===== config.mk =====
export PLATFORM = sky130hd
export DESIGN_NAME = exec_mul_wb
export DESIGN_NICKNAME = d
export VERILOG_FILES = /design/src/rtl/exec_mul_wb_pkg.sv /design/src/rtl/exec_mul_wb_flags.sv /design/src/rtl/exec_mul_wb.sv
export SDC_FILE = /design/constraint.sdc
export NUM_CORES = 1
export LEC_CHECK = 0
export BUFFER_PORTS_ARGS = -buffer_cell sky130_fd_sc_hd__buf_2
export CAP_MARGIN = 30
export CORE_AREA = 2 2 64 66
export CTS_CLUSTER_DIAMETER = 100
export CTS_CLUSTER_SIZE = 25
export DETAILED_ROUTE_END_ITERATION = 8
export DIE_AREA = 0 0 66 68
export PLACE_DENSITY = 0.87
export SYNTH_ARGS = -nofsm -noshare
export SYNTH_HDL_FRONTEND = slang
export SYNTH_SLANG_ARGS = --single-unit

===== constraint.sdc =====
create_clock -name iClk -period 2.58 [get_ports iClk]
set_input_delay 0.387 -clock iClk [delete_from_list [all_inputs] [get_ports iClk]]
set_output_delay 0.387 -clock iClk [all_outputs]
set_load 0.02 [all_outputs]

===== src/rtl/exec_mul_wb_pkg.sv =====
// -----------------------------------------------------------------------------
// exec_mul_wb_pkg
// Shared CPU package slice used by the multiply write-back stage.
// Contents:
//   mulWbState_t - write-back sequencer state encoding
//   REG_AX/REG_DX - register-file indices of the accumulator and data registers
// -----------------------------------------------------------------------------
package exec_mul_wb_pkg;

    typedef enum logic [1:0] {
        IDLE  = 2'd0,
        WR_LO = 2'd1,
        WR_HI = 2'd2
    } mulWbState_t;

    localparam logic [2:0] REG_AX = 3'd0;
    localparam logic [2:0] REG_DX = 3'd2;

endpackage


===== src/rtl/exec_mul_wb_flags.sv =====
// -----------------------------------------------------------------------------
// exec_mul_flags
// Carry/overflow flags for a MUL/IMUL result. Both flags say the same thing:
// the product does not fit in the destination width of the operands.
// Ports:
//   iBW   - 0 = byte multiply (product in lo), 1 = word multiply (hi:lo)
//   iESel - 0 = unsigned, 1 = signed
//   lo    - low product word
//   hi    - high product word
//   CF    - carry flag
//   OF    - overflow flag
// -----------------------------------------------------------------------------
module exec_mul_flags (
    input  logic        iBW,
    input  logic        iESel,
    input  logic [15:0] lo,
    input  logic [15:0] hi,
    output logic        CF,
    output logic        OF
);

    logic spill;
    logic unusedLoBits;

    // The low seven bits never decide whether a product overflowed.
    assign unusedLoBits = ^lo[6:0];

    // Signed results fit when the upper half is a pure sign extension of the
    // lower half; unsigned results fit when the upper half is zero.
    always_comb begin
        // NOTE: default first so every path assigns spill and no latch is inferred.
        spill = 1'b0;
        case ({iBW, iESel})
            2'b00:   spill = |lo[15:8];
            2'b01:   spill = (lo[15:8] != {8{lo[7]}});
            2'b10:   spill = |hi;
            default: spill = (hi != {16{lo[15]}});
        endcase
    end

    assign CF = spill;
    assign OF = spill;

endmodule


===== src/rtl/exec_mul_wb.sv =====
// -----------------------------------------------------------------------------
// exec_mul_wb
// Multiply write-back stage. Accepts one multiplier result, writes the low
// word to AX and (word multiply only) the high word to DX through a single
// register-file write port that can stall, then pulses oDone/oFlagWe with the
// final write. CF/OF are computed at accept and held until the next accept.
// Ports:
//   iClk, iRst          - clock, asynchronous active-high reset
//   iValid / oReady     - result handshake (oReady only in IDLE)
//   iBW, iESel          - byte/word and unsigned/signed selects
//   iMulOut, iMulOutHi  - low / high product words
//   iWrStall            - write port busy, hold the current write
//   oWrEn/oWrAddr/oWrData - register-file write port
//   oFlagWe, oCF, oOF   - flag update strobe and values
//   oDone               - completion pulse
// -----------------------------------------------------------------------------
module exec_mul_wb
    import exec_mul_wb_pkg::*;
#(
    parameter logic [2:0] AX_IDX = REG_AX,
    parameter logic [2:0] DX_IDX = REG_DX
) (
    input  logic        iClk,
    input  logic        iRst,
    input  logic        iValid,
    output logic        oReady,
    input  logic        iBW,
    input  logic        iESel,
    input  logic [15:0] iMulOut,
    input  logic [15:0] iMulOutHi,
    input  logic        iWrStall,
    output logic        oWrEn,
    output logic [2:0]  oWrAddr,
    output logic [15:0] oWrData,
    output logic        oFlagWe,
    output logic        oCF,
    output logic        oOF,
    output logic        oDone
);

    mulWbState_t state;
    mulWbState_t nextState;

    logic        capBW;
    logic [15:0] capLo;
    logic [15:0] capHi;
    logic        capCF;
    logic        capOF;

    logic        flagCF;
    logic        flagOF;
    logic        accept;

    assign accept = iValid && oReady;

    exec_mul_flags uFlags (
        .iBW   (iBW),
        .iESel (iESel),
        .lo    (iMulOut),
        .hi    (iMulOutHi),
        .CF    (flagCF),
        .OF    (flagOF)
    );

    // State register and capture registers.
    always_ff @(posedge iClk or posedge iRst) begin
        if (iRst) begin
            // NOTE: capture registers are reset too, so the held flags read 0
            // after reset rather than stale data from an aborted transaction.
            state <= IDLE;
            capBW <= 1'b0;
            capLo <= '0;
            capHi <= '0;
            capCF <= 1'b0;
            capOF <= 1'b0;
        end else begin
            // NOTE: non-blocking assignments keep every register sampling the
            // pre-edge values, independent of statement order.
            state <= nextState;
            if (accept) begin
                capBW <= iBW;
                capLo <= iMulOut;
                capHi <= iMulOutHi;
                capCF <= flagCF;
                capOF <= flagOF;
            end
        end
    end

    // Next-state logic.
    always_comb begin
        nextState = state;
        case (state)
            IDLE:    if (iValid) nextState = WR_LO;
            WR_LO:   if (!iWrStall) nextState = capBW ? WR_HI : IDLE;
            WR_HI:   if (!iWrStall) nextState = IDLE;
            default: nextState = IDLE;
        endcase
    end

    // Output logic. The write that completes the sequence is the one whose
    // stall is low in WR_HI, or in WR_LO for a byte multiply.
    always_comb begin
        oReady  = 1'b0;
        oWrEn   = 1'b0;
        oWrAddr = '0;
        oWrData = '0;
        oDone   = 1'b0;
        case (state)
            IDLE: begin
                oReady = 1'b1;
            end
            WR_LO: begin
                oWrEn   = 1'b1;
                oWrAddr = AX_IDX;
                oWrData = capLo;
                oDone   = !iWrStall && !capBW;
            end
            WR_HI: begin
                oWrEn   = 1'b1;
                oWrAddr = DX_IDX;
                oWrData = capHi;
                oDone   = !iWrStall;
            end
            default: ;
        endcase
    end

    assign oFlagWe = oDone;
    assign oCF     = capCF;
    assign oOF     = capOF;

endmodule


# == After elaboration in Yosys (flattened, before gate mapping) ==
# Cells that the tools add are included.
# word_totals
memories,0
romBits,0
mem_bits_rw,0
elab_cells,35
latchBits,0
regBits,36
# op_classes
magnitude_cmp,0
n_mux,11
n_div,0
n_eq_ne,9
n_bitwise,0
n_mul,0
shift,0
reduce_logical,10
addsub,0
# op_table
cell,count
$pmux 16 s2,1
$ne 16x16->1,1
$reduce_or 16->1,1
$mux 2,5
$ne 8x8->1,1
$reduce_or 8->1,1
$ne 2x2->1 const B,3
$pmux 2 s3,1
$eq 2x1->1 const B,2
$eq 2x2->1 const B,2
$logic_not 2->1,2
$pmux 1 s3,1
$reduce_and 3->1,1
$logic_and 1x1->1,2
$logic_not 1->1,2
$mux 1,2
$pmux 1 s2,1
$reduce_or 2->1,1

# == Logic depth before layout (Yosys ltp) ==
# depth
depth_word,3
mapped_depth,7
mapped_depth_nobuf,7

# == Cells and area by module ==
# A second synthesis with hierarchy kept.
# hier_totals
hier_cells,161
hier_area_um2,2063.2
# by_module_without_submodules
mod,area_each_um2,cells_each,seq_area_each_um2,n_inst
exec_mul_wb,1906.8,136,925.9,1
exec_mul_flags,156.4,25,0.0,1

# == Least setup slack after synthesis ==
# OpenSTA, ideal clock, no wires.
# synth_path
path_kind,reg2out
start,register state[0]
end,output port oFlagWe
setup_slack_ns,-0.026
required_time_ns,2.193
path_stages_with_launch,8
arrival_time_ns,2.219
path_buffers,3
path_cell_list,dfrtp_1 > inv_1 > ha_1 > clkbuf_1 > clkbuf_1 > a21oi_1 > nor3b_1 > buf_4
# synth_via
elab_chain_len,2
word_cells_on_any_way,3
classes_between,2 x eq/ne; 1 x mux
# synth_rtl
item,line,text
start: declaration,exec_mul_wb.sv:41,mulWbState_t state;
start signal: assignment,exec_mul_wb.sv:79,state <= nextState;
$eq 2x2->1 or $eq 2x1->1 (tied branches),exec_mul_wb.sv:109,case (state)
$pmux 1 s2 *,exec_mul_wb.sv:109,
end: declaration,exec_mul_wb.sv:35,"output logic oFlagWe,"
# Mark *: on every way between the ends. The rest lies on a longest branch, timed or not.

# == Worst setup path in the final report ==
# layout_path
start,register state[0]
end,output port oWrData[8]
# layout_via
elab_chain_len,2
word_cells_on_any_way,3
classes_between,2 x eq/ne; 1 x mux
# layout_rtl
item,line,text
$eq 2x2->1 or $eq 2x1->1 (tied branches),exec_mul_wb.sv:109,
$pmux 16 s2 *,exec_mul_wb.sv:109,
end: declaration,exec_mul_wb.sv:34,"output logic [15:0] oWrData,"
# Marks and branches as above.

==> impl_results.md <==
* Status: complete, no violations
* Vias in the first global route at 1422
* Data required, critical path at 2190 ps
* Flop2flop setup slack at 640 ps
* Max incr delay on CP at 390 ps
* Distinct cells, synth at 26
* Area occupied by registers at 900.9 um^2
* Initial Util at 48.12%
* Non-Filler Instances at 272
* Comb power frac at 47.1%
* Power Density at 1226 nW/um^2
* Row Count at 23
* Number of synthesized flops with an enable pin at 0
* # diodes at 0
* Tmin final at 2202 ps
* Layout cells sized above 1 at 46.40%
* Mean Syn Cell Area at 11.53 um^2
* Placed cells at 264
* Antenna-violating nets left at 0
* Clock power frac at 17.1%
* Reg clk slew, reported paths at 70 ps
* # port buffers at 60
* Arrival time worst endpoint at 1820 ps
* # Max-Cap Violations at 0
* Final WS setup at 377.6 ps
* DRC violations left at 0
* Cell internal pwr at 1.752 mW
* Critical path buffer and inverter count at 3
* Routed WL at 4381 um
* Yosys warnings at 0
* Multi-input logic area at 880.8 um^2
* Fmax at 454.1 MHz
* Critical path cell sequence: inv_1 > ha_1 > buf_4 > a22oi_1 > nor2b_1 > buf_2
* Post-CTS Setup Inserts at 0
* Critical path class: reg2out
* Post-synthesis cell count at 161
* Nets@finish at 262
* Crit-path slowest cell: dfrtp_1
* Avg WL per Cell at 16.11 um
* Ys async rst share at 100.0%
* Worst slack at placement at 667.1 ps
* Pin count of the biggest net entering global routing at 37
* First-pass GRT wire length at 6824 um
* Final hold vios at 0
* Setup violators final at 0
* Top Ports at 63
* Via density at 5.551
* Sequential power share at 35.8%
* Max-slew violations at 0
* CTS root buf: clkbuf_8
* Psw at 1.071 mW
* Grt ovf at 0
* VDD IR max at 0.6575 mV
* 1st-pass router iterations at 4
* Total GRT Usage at 20.96%
* Leak Pwr at 1.056 nW
* Fin Clk Skew at 6.309 ps
* Total power at 2.822 mW
* Via count at 1510
* Syn-to-layout area delta at 24.01%
* Yosys reg bits at 36
* Clk Latency, worst-skew pair at 290 ps
* Num CTS Buffers at 5
* Crit start category: flip-flop
* DR iter-0 viols at 60
* Sw Share at 37.93%
* Cell area after synthesis at 1856 um^2
* Die width at 66 um
* Hold_buf cts at 0
* Max Root-Sink Buffers at 2
* Unrepaired setup endpoints after global routing: no
* Clock sink count at 36
* GPL Wtd Cong at 0.8650
* Synth Flop Type: dfrtp_1
* Placed wire-length estimate at 3332 um
* Initial antenna violation count at 0
* Post_cts resized at 0
* CP endpoint kind: output port
* Core footprint at 3856 um^2
* Final worst-path cycle share at 85.36%
* Largest delay share family, worst path: buffers and inverters
* Die Height at 68 um
* Register area share after synthesis at 48.55%
* CP Max Fanout at 11
* Hold Crit Class: in2async
* CTS tree: yes
* Setup tns final at 0 ps
* Fill cells at 333
* H-tree levels at 2
* Die area at 4488 um^2
[worst paths after layout]
check | startpoint | end | depth (start not counted)
worst min register to register | capHi[1] | capHi[1] | 1
worst min-delay path | iRst | capLo[9] | 3
max in group asynchronous | iRst | capHi[4] | 3
min in group iClk | iMulOut[3] | capLo[3] | 2
worst max register to register | state[0] | capHi[13] | 5
worst max-delay path | state[0] | oWrData[8] | 6
[layout make-up]
| cell class | instances | area share (%) |
|---|---|---|
| flip-flops and latches | 36 | 39.15 |
| well taps | 50 | 2.719 |
| repair buffers | 64 | 14.36 |
| multi-input cells | 109 | 38.28 |
| inverters | 5 | 0.8157 |
| clock buffers | 6 | 3.154 |
| clock inverters | 2 | 1.523 |
[layer usage]
metal,vias up,global-route usage (%),share of wire (%)
met4,0,7.908,2.0
met5,-,0,0
met1,746,28.25,44
li1,702,-,-
met2,53,32.20,47
met3,9,6.250,7.6
[cell usage after synthesis (2+ instances only)]
master / number / area [um^2]
nor2b_1: 16 / 100.1
o21ai_0: 2 / 10.01
mux2_1: 3 / 33.78
mux2_2: 29 / 326.6
a22oi_1: 16 / 120.1
buf_4: 4 / 30.03
inv_1: 5 / 18.77
nor4_1: 6 / 37.54
nand4_1: 6 / 37.54
or4_1: 2 / 15.01
clkbuf_1: 4 / 15.01
ha_1: 3 / 37.54
dfrtp_1: 36 / 900.9
a21oi_1: 5 / 25.02
nor3_1: 2 / 10.01
buf_2: 3 / 15.01
a21o_1: 2 / 15.01
nand2_1: 9 / 33.78
[power groups by stage]
stage          combinational [mW]  clock (mW)  sequential, mW
4_1_cts                      1.34       0.490            1.01
2_1_floorplan                1.00           0           0.954
5_1_grt                      1.44       0.522            1.04
6_report                     1.33       0.481            1.01
3_3_place_gp                 1.29           0            1.01
3_5_place_dp                 1.33           0            1.02
[tightest hold or removal path: stages]
cell and delay (ps):
buf_2 90, inv_1 40, buf_4 390
[state kept, by name (all words and copies together), names as in the netlist]
| name | count |
|---|---|
| capHi | 16 |
| capLo | 16 |
| state | 2 |
| capBW | 1 |
| oOF | 1 |
[through the flow]
stage                     utilization, %  hold slack (ps)  instance area, um^2
final                              59.67            185.4                 2301
after global routing               59.67            224.0                 2301
after CTS                          59.67            200.1                 2301
after detailed placement           56.88            487.0                 2193
after global placement             56.88            475.0                 2193
after floorplan                        -            464.9                 1864
[cells by family after synthesis]
| family | after synthesis | synth area share, % |
|---|---|---|
| compound gates | 27 | 11.13 |
| fa+ha+maj | 3 | 2.023 |
| buf+inv | 17 | 4.450 |
| flops | 36 | 48.55 |
| mux | 32 | 19.42 |
| other cells | 1 | 0.2021 |
| simple gates | 45 | 14.23 |
[cell usage in the layout, fill, tap and decap left out, drive strengths merged, types with 2 or more instances in the layout]
cell type	netlist	layout
mux2	32	32
nand2	9	9
nor2b	16	16
nor4	6	6
dfrtp	36	36
inv	5	5
a22oi	16	16
a21oi	5	5
a21o	2	2
clkbuf	4	6
buf	8	64
or4	3	3
nor3	2	2
o21ai	2	2
conb	1	2
nand4	6	6
ha	3	3
Note: power is estimated with default switching activity, not from simulation.
